## src/rtl/rect_pixel_source.sv

```systemverilog
// Pixel source for the 240x135 LCD: colours a linear pixel index from a committed
// list of prioritised filled rectangles, tracking (x,y) incrementally without a divider.
module rect_pixel_source #(
    parameter int unsigned H_RES    = 240,
    parameter int unsigned V_RES    = 135,
    parameter int unsigned NRECT    = 4,
    parameter logic [15:0] BG_COLOR = 16'h0000
) (
    input  logic        clk,
    input  logic        resetn,
    input  logic [15:0] pixel_index,
    output logic [15:0] pixel_value,
    input  logic        wr_valid,
    output logic        wr_ready,
    input  logic [2:0]  wr_slot,
    input  logic [2:0]  wr_field,
    input  logic [15:0] wr_data,
    input  logic        commit,
    output logic        commit_pending,
    output logic        seq_err
);

    localparam int unsigned NPIX   = H_RES * V_RES;
    localparam logic [15:0] NPIX16 = 16'(NPIX);
    localparam logic [7:0]  XLAST  = 8'(H_RES - 1);

    typedef enum logic {
        TRACK = 1'b0,
        LOST  = 1'b1
    } state_e;

    logic [7:0]  sh_x0_q    [NRECT];
    logic [7:0]  sh_x1_q    [NRECT];
    logic [7:0]  sh_y0_q    [NRECT];
    logic [7:0]  sh_y1_q    [NRECT];
    logic [15:0] sh_color_q [NRECT];
    logic        sh_en_q    [NRECT];

    logic [7:0]  act_x0_q    [NRECT];
    logic [7:0]  act_x1_q    [NRECT];
    logic [7:0]  act_y0_q    [NRECT];
    logic [7:0]  act_y1_q    [NRECT];
    logic [15:0] act_color_q [NRECT];
    logic        act_en_q    [NRECT];

    state_e      state_q, state_d;
    logic [15:0] cur_idx_q, cur_idx_d;
    logic [7:0]  cur_x_q, cur_x_d;
    logic [7:0]  cur_y_q, cur_y_d;
    logic        seq_err_q, seq_err_d;
    logic        pending_q, pending_d;

    logic        oor_c;
    logic        idle_c;
    logic        look_c;
    logic        wr_fire_c;
    logic        commit_fire_c;
    logic [15:0] color_c;

    assign oor_c         = (pixel_index >= NPIX16);
    assign idle_c        = (pixel_index == 16'd0) || oor_c;
    assign wr_fire_c     = wr_valid && !pending_q;
    assign commit_fire_c = pending_q && idle_c;

    assign wr_ready       = ~pending_q;
    assign commit_pending = pending_q;
    assign seq_err        = seq_err_q;
    assign pixel_value    = color_c;

    // Index classification: decides the (x,y) of this cycle and the tracker update.
    always_comb begin
        state_d   = state_q;
        cur_idx_d = cur_idx_q;
        cur_x_d   = cur_x_q;
        cur_y_d   = cur_y_q;
        seq_err_d = seq_err_q;
        look_c    = 1'b0;
        if (state_q == TRACK) begin
            if (oor_c) begin
                look_c = 1'b0;
            end else if (pixel_index == 16'd0) begin
                cur_idx_d = 16'd0;
                cur_x_d   = 8'd0;
                cur_y_d   = 8'd0;
                look_c    = 1'b1;
            end else if (pixel_index == cur_idx_q) begin
                look_c = 1'b1;
            end else if (pixel_index == 16'(cur_idx_q + 16'd1)) begin
                cur_idx_d = pixel_index;
                look_c    = 1'b1;
                if (cur_x_q == XLAST) begin
                    cur_x_d = 8'd0;
                    cur_y_d = 8'(cur_y_q + 8'd1);
                end else begin
                    cur_x_d = 8'(cur_x_q + 8'd1);
                end
            end else begin
                state_d   = LOST;
                seq_err_d = 1'b1;
            end
        end else if (pixel_index == 16'd0) begin
            state_d   = TRACK;
            cur_idx_d = 16'd0;
            cur_x_d   = 8'd0;
            cur_y_d   = 8'd0;
            look_c    = 1'b1;
        end
    end

    // Priority lookup: scanning downwards lets the lowest covering slot win.
    always_comb begin
        color_c = BG_COLOR;
        if (look_c) begin
            for (int i = int'(NRECT) - 1; i >= 0; i--) begin
                if (act_en_q[i] &&
                    cur_x_d >= act_x0_q[i] && cur_x_d <= act_x1_q[i] &&
                    cur_y_d >= act_y0_q[i] && cur_y_d <= act_y1_q[i]) begin
                    color_c = act_color_q[i];
                end
            end
        end
    end

    always_comb begin
        pending_d = pending_q;
        if (commit_fire_c) begin
            pending_d = 1'b0;
        end else if (commit && !pending_q) begin
            pending_d = 1'b1;
        end
    end

    always_ff @(posedge clk or negedge resetn) begin
        if (!resetn) begin
            state_q   <= TRACK;
            cur_idx_q <= 16'd0;
            cur_x_q   <= 8'd0;
            cur_y_q   <= 8'd0;
            seq_err_q <= 1'b0;
            pending_q <= 1'b0;
        end else begin
            state_q   <= state_d;
            cur_idx_q <= cur_idx_d;
            cur_x_q   <= cur_x_d;
            cur_y_q   <= cur_y_d;
            seq_err_q <= seq_err_d;
            pending_q <= pending_d;
        end
    end

    // Shadow writes and commit copy never coincide: writes are blocked while pending.
    always_ff @(posedge clk or negedge resetn) begin
        if (!resetn) begin
            for (int i = 0; i < int'(NRECT); i++) begin
                sh_x0_q[i]     <= 8'd0;
                sh_x1_q[i]     <= 8'd0;
                sh_y0_q[i]     <= 8'd0;
                sh_y1_q[i]     <= 8'd0;
                sh_color_q[i]  <= 16'd0;
                sh_en_q[i]     <= 1'b0;
                act_x0_q[i]    <= 8'd0;
                act_x1_q[i]    <= 8'd0;
                act_y0_q[i]    <= 8'd0;
                act_y1_q[i]    <= 8'd0;
                act_color_q[i] <= 16'd0;
                act_en_q[i]    <= 1'b0;
            end
        end else begin
            for (int i = 0; i < int'(NRECT); i++) begin
                if (wr_fire_c && wr_slot == 3'(i)) begin
                    case (wr_field)
                        3'd0:    sh_x0_q[i]    <= wr_data[7:0];
                        3'd1:    sh_x1_q[i]    <= wr_data[7:0];
                        3'd2:    sh_y0_q[i]    <= wr_data[7:0];
                        3'd3:    sh_y1_q[i]    <= wr_data[7:0];
                        3'd4:    sh_color_q[i] <= wr_data;
                        3'd5:    sh_en_q[i]    <= wr_data[0];
                        default: ;
                    endcase
                end
                if (commit_fire_c) begin
                    act_x0_q[i]    <= sh_x0_q[i];
                    act_x1_q[i]    <= sh_x1_q[i];
                    act_y0_q[i]    <= sh_y0_q[i];
                    act_y1_q[i]    <= sh_y1_q[i];
                    act_color_q[i] <= sh_color_q[i];
                    act_en_q[i]    <= sh_en_q[i];
                end
            end
        end
    end

endmodule

```

## config.mk

```make
export PLATFORM = sky130hd
export DESIGN_NAME = rect_pixel_source
export DESIGN_NICKNAME = d
export VERILOG_FILES = /design/src/rtl/rect_pixel_source.sv
export SDC_FILE = /design/constraint.sdc
export NUM_CORES = 1
export LEC_CHECK = 0
export CAP_MARGIN = 30
export CORE_MARGIN = 2
export CORE_UTILIZATION = 60
export CTS_BUF_LIST = sky130_fd_sc_hd__clkbuf_2 sky130_fd_sc_hd__clkbuf_4 sky130_fd_sc_hd__clkbuf_8
export DETAILED_ROUTE_END_ITERATION = 12
export PLACE_DENSITY = 0.85
export SKIP_LAST_GASP = 1
export SYNTH_ARGS = -nofsm -noshare
export SYNTH_HDL_FRONTEND = slang
export SYNTH_SLANG_ARGS = --single-unit
```

## constraint.sdc

```tcl
create_clock -name clk -period 17.1 [get_ports clk]
set_clock_uncertainty 0.15 [all_clocks]
set_input_delay 1.71 -clock clk [delete_from_list [all_inputs] [get_ports clk]]
set_output_delay 1.71 -clock clk [all_outputs]
set_load 0.01 [all_outputs]
```

# After elaboration in Yosys (flattened, before gate mapping)
# Index checks and enable logic that the tools add are counted.
[classes]
addsub = 3
mul = 0
div = 0
magnitude_cmp = 17
eq_ne = 14
shifts = 0
mux = 39
n_bitwise = 6
reduce_logical = 56
[ops]
columns = ["operator", "count"]
rows = [
  ["2-to-1 mux 16 bit", 11],
  ["2-to-1 mux 8 bit", 14],
  [">= comparator 8 bit", 8],
  ["<= comparator 8 bit", 8],
  ["AND reduction 2 bit", 24],
  ["equality test 16 bit", 2],
  ["logical AND 1 bit", 23],
  ["adder 16 x 1 -> 16 bit, second input constant", 1],
  ["adder 8 x 1 -> 8 bit, second input constant", 2],
  [">= comparator 16 x 15 -> 1 bit, second input constant", 1],
  ["logical NOT 16 bit", 1],
  ["2-to-1 mux 1 bit", 14],
  ["equality test 3 x 2 -> 1 bit, second input constant", 4],
  ["equality test 8 bit, second input constant", 1],
  ["equality test 3 x 1 -> 1 bit, second input constant", 2],
  ["equality test 3 bit, second input constant", 2],
  ["logical NOT 3 bit", 2],
  ["inverter 1 bit", 6],
  ["AND reduction 5 bit", 1],
  ["inequality test 2 bit, second input constant", 2],
  ["AND reduction 4 bit", 1],
  ["nonzero test 2 bit", 2],
  ["inequality test 2 x 1 -> 1 bit, second input constant", 1],
  ["logical NOT 1 bit", 1],
  ["logical OR 1 bit", 1],
]
[word_totals]
regBits = 427
latchBits = 0
ramBits = 0
romBits = 0
input_bits = 42
mem_count = 0

# Logic depth before layout (Yosys ltp)
# Gate-level depths: netlist of the first run.
[logic_depth]
ltp_word = 17
mapped_depth = 20

# Worst setup path after synthesis of the first run
# No wires, ideal clock.
[synth_timing]
path_type = "input -> output"
startpoint = "in pixel_index[4]"
endpoint = "out pixel_value[11]"
t_arrival_ps = 6299
required_time_ps = 15240
path_slack_ps = 8941
path_stages = 17
n_path_buf = 3
path_cell_list = "or4_1 -> a31oi_1 -> nand2b_1 -> nor3_1 -> nand4_1 -> buf_2 -> o41ai_1 -> ha_1 -> a21o_1 -> a31oi_1 -> o21ai_0 -> a2111o_1 -> and4_1 -> clkbuf_1 -> clkbuf_1 -> nor3b_1 -> a2111oi_2"
[synth_via]
word_cells_on_any_way = 59
classes_between = "order compare: 17; eq/ne: 2; mux: 23; reduce/logical: 17"
[synth_lines]
columns = ["element", "line", "source"]
rows = [
  ["start: declaration", "11", "input logic [15:0] pixel_index,"],
  ["parallel branches: the longest is 5 deep, another holds >= comparator 16 x 15 -> 1 bit", "-", ""],
  ["2-to-1 mux 8 bit (*)", "78", "if (state_q == TRACK) begin"],
  ["via cur_y_d[2]", "49", "logic [7:0] cur_y_q, cur_y_d;"],
  [">= comparator 8 bit", "117", "cur_y_d >= act_y0_q[i] && cur_y_d <= act_y1_q[i]) begin"],
  ["logical AND 1 bit", "116", "cur_x_d >= act_x0_q[i] && cur_x_d <= act_x1_q[i] &&"],
  ["logical AND 1 bit", "117", ""],
  ["2-to-1 mux 16 bit (3 in series)", "115", "if (act_en_q[i] &&"],
  ["2-to-1 mux 16 bit (*)", "115", ""],
  ["2-to-1 mux 16 bit (*)", "113", "if (look_c) begin"],
  ["end: declaration", "12", "output logic [15:0] pixel_value,"],
]
# Mark *: on every way through the listed nets, which the timed path passes.

# Final worst setup path of the first run
[layout_timing]
startpoint = "in pixel_index[4]"
endpoint = "out pixel_value[6]"
# The elaborated chain is that of the path after synthesis.

==> metrics.txt, run 1 <==
outcome=finished clean; post-cts sizing count=0; Worst EP required=15.24 ns; Syn. warnings=0; placement row count=just under 70; Vias per Instance=6.08; gr usage total=0.274; CTS tree=done; die width=191 um; PD cells=between 100 and 150 nW/um^2; DP Cell Count=2,137; M3 GR Usage=0.0635; port bufs=60; largest net degree at the start of global routing=113; vias in the first global route=14,600; synth-to-layout area growth=13.3%; # IOs=61; Critical Path Fanout Max=16; post-route antenna net violation count=0; clock root buffer=clkbuf_8; GRT overflow=0; FFs w/ async S/R, synth=1.00; clk buf depth=3; Total Nets Final=just under 2,000; Clock Latency Late Sink=0.63 ns; crit path kind=in2out; fin crit share=0.599; H-tree depth=3; global route hottest layer=met2; fraction of met1 tracks used by global routing=0.359; met2 Track Usage GR=0.437; Placed Area=between 20,000 and 25,000 um^2; Critical Path AT=8.38 ns; die height=191 um; final instance area=roughly 24,000 um^2; Final HPWL DP=30.7 mm; Post-synth EDFFs=0; worst hold slack=0.318 ns; number of setup buffers added after CTS=0; total core area=34,500 um^2; Worst-path clk slew=0.05 ns; Setup-failing EPs final=0; mapped cell area=around 21,000 um^2; Lkg Pwr=11.4 nW; Slew HR=0.345; Via Count=13,800; gpl congestion=0.870; total wire length=48.3 mm; Fmax=97.6 MHz; Critical Path Source Type=primary input; Num CTS Buffers=72; max-slew violation count=0; final worst setup slack=a little under 7 ns; die area=36,500 um^2; routed len/inst=21.3 um; Synth Register Bits=427; Final Hold Viols=0; pre-CTS setup slack=between 7 and 8 ns; Mapped Nets=about 1,800; share of cells above drive strength 1=0.327; Avg Synthesized Cell Area=12.6 um^2; Max Cap Violations=0; sequential share of the synthesized area=0.509; Initial DRC Count=811; Min Clock Period, post-route=10.24 ns; residual DRC count=0; cell count after synthesis=1,666; prevailing post-synth register cell=dfrtp_1; first-pass GRT wire length=77.8 mm; post-synth cell types=74; Crit. End Element=output port; Setup TNS=0 ns; initial antenna violation count=3; worst hold-check path type=reg2reg; Initial Utilization=0.608; CTS Sinks=between 400 and 500; first drt pass iteration count=5; Hold Buf Count CTS=0; RSZ-0062 raised after global routing=no; fin cells=2,266; Peak supply drop=83.7 uV; Worst-Margin Slew=0.982 ns
flip-flops by register name, summed over array words and instances, names as in the netlist, 8 cells and up:
| signal | cells |
|---|---|
| act_color_q | 64 |
| sh_color_q | 64 |
| act_x0_q | 32 |
| act_x1_q | 32 |
| act_y0_q | 32 |
| act_y1_q | 32 |
| sh_x0_q | 32 |
| sh_x1_q | 32 |
| sh_y0_q | 32 |
| sh_y1_q | 32 |
| cur_idx_q | 16 |
| cur_x_q | 8 |
| cur_y_q | 8 |
metrics by stage:
| stage | utilization | power, mW |
|---|---|---|
| floorplan | - | 1.42 |
| global placement | 0.639 | 1.52 |
| detailed placement | 0.644 | 1.55 |
| CTS | 0.687 | 2.50 |
| global route | 0.689 | 2.60 |
| finish | 0.689 | 2.49 |
power by group:
group          internal (mW)  total [mW]  switching [mW]
Sequential              1.12        1.18          0.0595
Combinational          0.176       0.368           0.192
Clock                  0.534       0.941           0.407
kinds of logic after synthesis:
family	share of synthesized area
XOR/XNOR	0.00834
buffers and inverters	0.0363
multiplexers	0.212
flip-flops	0.509
AND/OR/NAND/NOR	0.0803
AO/OA/AOI/OAI	0.0765
adder cells (fa/ha/maj)	0.0780
cells in the final DEF (no fill, tap or decap), types with 7 or more instances in the layout:
master and n:
dfrtp_1 427, mux2_2 393, ha_1 131, inv_1 117, clkbuf_8 86, nand2_1 65
clkdlybuf4s50_1 59, a21oi_1 44, nand3_1 32, o21ai_0 31, nor2b_1 31, nor2_1 30
clkbuf_4 29, buf_4 25, a211oi_1 24, nand4_1 23, nor3b_1 21, nand2b_1 21
a2111oi_2 16, o211ai_1 15, xnor2_1 12, and4_1 11, a22o_1 11, nor4_1 10
and2_1 8, xor2_1 8, buf_16 8, nor3_1 7
layout make-up:
cell class / count / area (um^2)
well taps: 455 / 569
clock buffers: 115 / 1400
inverters: 117 / 439
diodes: 3 / 7.51
multi-input cells: 1047 / 9590
repair buffers: 94 / 1030
clock inverters: 8 / 91.3
flip-flops and latches: 427 / 10700
fillers: 2385 / 10700
critical path, stage by stage:
cell and delay [ns]:
clkdlybuf4s50_1 0.49, or4_1 0.58, a31oi_1 0.37, nand2b_1 0.13, nor3_1 0.26, nand4_1 0.59
o311ai_0 0.65, o41ai_2 0.15, buf_4 0.23, ha_1 0.21, a211oi_1 0.23, o21ai_0 0.12
o21ai_0 0.58, o211a_1 0.72, nand3_1 0.20, a2111oi_2 0.51, clkdlybuf4s50_1 0.62
path summary, 6_finish.rpt:
kind	startpoint	to	slack (ns)	cells past startpoint
setup / recovery	pixel_index[4]	pixel_value[6]	6.86	17
hold / removal	seq_err	seq_err	0.32	1
setup reg to reg	cur_idx_q[1]	cur_y_q[7]	13.30	9
hold reg to reg	seq_err	seq_err	0.32	1
max in group asynchronous	resetn	act_x0_q[7]	14.27	2
min in group asynchronous	resetn	sh_x0_q[25]	0.99	1
routing by layer:
metal,vias up,wire length [um]
met4,0,1780
li1,6241,-
met1,7032,20700
met3,126,2690
met2,381,23100
met5,-,0
Yosys cell counts, types with 4 or more instances:
cell type | n | area share
dfrtp_1 | 427 | 0.51
mux2_2 | 393 | 0.21
ha_1 | 131 | 0.078
inv_1 | 117 | 0.021
nand2_1 | 66 | 0.012
clkbuf_1 | 47 | 0.0084
a21oi_1 | 44 | 0.010
nand3_1 | 32 | 0.0076
nor2b_1 | 31 | 0.0092
o21ai_0 | 31 | 0.0074
nor2_1 | 30 | 0.0054
a211oi_1 | 24 | 0.0086
nand4_1 | 23 | 0.0068
nand2b_1 | 21 | 0.0063
nor3b_1 | 21 | 0.0075
a2111oi_2 | 16 | 0.011
buf_2 | 16 | 0.0038
o211ai_1 | 15 | 0.0054
xnor2_1 | 12 | 0.0050
a22o_1 | 11 | 0.0046
and4_1 | 11 | 0.0046
nor4_1 | 10 | 0.0030
and2_1 | 8 | 0.0024
xor2_1 | 8 | 0.0033
buf_1 | 7 | 0.0013
nor3_1 | 7 | 0.0017
a31oi_1 | 6 | 0.0018
o21a_1 | 5 | 0.0018
o31ai_1 | 5 | 0.0018
and3_1 | 4 | 0.0012
buf_4 | 4 | 0.0014
nand3b_1 | 4 | 0.0014
o22ai_1 | 4 | 0.0012
o311ai_0 | 4 | 0.0017
or4_1 | 4 | 0.0014
Note: power is estimated with default switching activity, not from simulation.
==> run 2, diff against run 1 <==
==> constraint.sdc (replaced) <==
create_clock -name clk -period 10 [get_ports clk]
set_clock_uncertainty 0.15 [all_clocks]
set_input_delay 1 -clock clk [delete_from_list [all_inputs] [get_ports clk]]
set_output_delay 1 -clock clk [all_outputs]
set_load 0.01 [all_outputs]
==> run 2 against run 1 <==
Compared with the run above: global-route usage grew 0.43 points; critical endpoint is now pixel_value[12]; power grew 71%; non-clock buffer count is 2 higher.
==> metrics.txt, run 2 (synthesis results as in run 1) <==
outcome=finished clean (unchanged); Crit Reg-Reg Startpoint=cur_idx_q[1] (unchanged); Combinational Power Share=0.147 (was 0.148); worst hold-check path type=in2async (was reg2reg); CTS Sinks=427 (unchanged); residual DRC count=0 (unchanged); Peak supply drop=136 uV (was 83.7 uV); slowest CP cell=a21oi_1 (was o211a_1); post-route antenna net violation count=0 (unchanged); Reg2Reg Depth=10 (was 9); CTS tree=done (unchanged); Num CTS Buffers=72 (unchanged); Reg power frac=0.473 (was 0.474); synth-to-layout area growth=13.4% (was 13.3%); CP peak stage delay=0.69 ns (was 0.72 ns); GRT overflow=0 (unchanged); routed len/inst=21.7 um (was 21.3 um); vias in the first global route=14,700 (was 14,600); Worst-path clk slew=0.05 ns (about the same); die area=36,500 um^2 (unchanged); clk buf depth=3 (unchanged); Final HPWL DP=31.0 mm (was 30.7 mm); Setup TNS=0 ns (unchanged); Final Power=4.26 mW (was 2.49 mW); largest net degree at the start of global routing=204 (was 113); final instance area=23,800 um^2 (about the same); first drt pass iteration count=5 (unchanged); most common cell after layout, fill and taps aside=dfrtp_1 (unchanged); Critical Path AT=7.49 ns (was 8.38 ns); Clk pwr share=0.380 (was 0.378); Crit. End Element=output port (unchanged); gpl congestion=0.886 (was 0.870); PD cells=179 nW/um^2 (was 104 nW/um^2); first-pass GRT wire length=78.7 mm (was 77.8 mm); FF/Latch Area=10,700 um^2 (unchanged); Final Hold Viols=0 (unchanged); crit path cell chain=clkdlybuf4s50_1 -> or4_1 -> a31oi_1 -> nand2b_1 -> nor3_1 -> nand4_1 -> buf_4 -> or4_1 -> a21oi_1 -> ha_1 -> a21oi_1 -> o21ai_0 -> o22ai_1 -> and4_1 -> buf_4 -> a211oi_1 -> a2111oi_2 -> clkdlybuf4s50_1 (was clkdlybuf4s50_1 -> or4_1 -> a31oi_1 -> nand2b_1 -> nor3_1 -> nand4_1 -> o311ai_0 -> o41ai_2 -> buf_4 -> ha_1 -> a211oi_1 -> o21ai_0 -> o21ai_0 -> o211a_1 -> nand3_1 -> a2111oi_2 -> clkdlybuf4s50_1); number of setup buffers added after CTS=0 (unchanged); largest registers=act_color_q: 64 flops, sh_color_q: 64 flops (unchanged); # IOs=61 (unchanged); port bufs=60 (unchanged); Setup-failing EPs final=0 (unchanged); Worst-Margin Slew=1.10 ns (was 0.982 ns); fin crit share=0.864; Via Count=13,900 (was 13,800); crit path kind=in2out (unchanged); commonest non-fill, non-tap cells in the layout=427 x dfrtp_1, 393 x mux2_2, 131 x ha_1 (unchanged); Worst EP required=8.85 ns (was 15.24 ns); Slew HR=0.268 (was 0.345); max-slew violation count=0 (unchanged); H-tree depth=3 (unchanged); Total Nets Final=1,934 (was 1,932); total core area=34,500 um^2 (unchanged); reg-to-reg critical path endpoint=cur_y_q[7] (unchanged); reg2reg setup slack=6.05 ns (was 13.30 ns); initial antenna violation count=2 (was 3); Initial Utilization=0.608 (unchanged); internal power=3.13 mW (was 1.83 mW); share of cells above drive strength 1=0.329 (was 0.327); clock root buffer=clkbuf_8 (unchanged); die height=191 um (unchanged); fill count=2,364 (was 2,385); total wire length=49.3 mm (was 48.3 mm); Clock Latency Late Sink=0.62 ns (was 0.63 ns); die width=191 um (unchanged); gr usage total=0.278 (was 0.274); Vias per Instance=6.15 (was 6.08); Switching Fraction=0.267 (was 0.265); placement row count=68 (unchanged); Fmax=116 MHz; Hold Buf Count CTS=0 (unchanged); Critical Path Fanout Max=33 (was 16); post-cts sizing count=0 (unchanged); multi-input logic area=9590 um^2 (unchanged); Critical Path Source Type=primary input (unchanged); Initial DRC Count=998 (was 811); RSZ-0062 raised after global routing=no (unchanged); Switch Pwr=1.14 mW (was 658 uW); Min Clock Period, post-route=8.64 ns; Lkg Pwr=11.4 nW (about the same); Max Cap Violations=0 (unchanged); Placed Area=22,200 um^2 (about the same)
[run 2: stage by stage]
stage          cells  setup WS, ns   util  hold WS (ns)
2_1_floorplan   1666          3.26      -         0.323
3_3_place_gp    2133          1.55  0.640         0.305
3_5_place_dp    2138          1.42  0.642         0.308
4_1_cts         2263          1.34  0.686         0.205
5_1_grt         2267          1.12  0.689         0.240
6_report        2269          1.36  0.689         0.195
[run 2: power groups by stage]
stage / combinational, mW / clock [mW] / sequential (mW)
floorplan: 0.427 / 0 / 2.00
global placement: 0.579 / 0 / 2.03
detailed placement: 0.611 / 0 / 2.04
CTS: 0.620 / 1.65 / 2.01
global route: 0.688 / 1.73 / 2.03
finish: 0.625 / 1.62 / 2.02
[run 2: critical path, delay by kind of cell]
kind / cells / cell delay [ns]
AO/OA/AOI/OAI: 7 / 2.00
buffers and inverters: 4 / 1.77
AND/OR/NAND/NOR: 6 / 2.29
adder cells (fa/ha/maj): 1 / 0.40
[run 2: metal layers]
| layer | vias up | wire length, um | global-route usage |
|---|---|---|---|
| met4 | 0 | 1580 | 0.123 |
| li1 | 6243 | - | - |
| met5 | - | 0 | 0 |
| met3 | 115 | 2740 | 0.0536 |
| met1 | 7176 | 21200 | 0.367 |
| met2 | 410 | 23700 | 0.450 |
[run 2: layout make-up]
type	instances	area share
antenna	2	0.000210
clock buffer	113	0.0585
clock inverter	12	0.00489
inverter	117	0.0184
multi-input combinational	1047	0.403
sequential	427	0.449
tap	455	0.0239
timing repair buffer	96	0.0427
[run 2: worst max-delay path by stage]
stage | start | endpoint | slack [ns] | depth (start not counted)
after floorplan | pixel_index[4] | pixel_value[11] | 3.26 | 17
after global placement | pixel_index[4] | pixel_value[8] | 1.55 | 18
after detailed placement | pixel_index[4] | pixel_value[9] | 1.42 | 18
after CTS | pixel_index[4] | pixel_value[9] | 1.34 | 18
after global routing | pixel_index[4] | pixel_value[6] | 1.12 | 18
final | pixel_index[4] | pixel_value[12] | 1.36 | 18
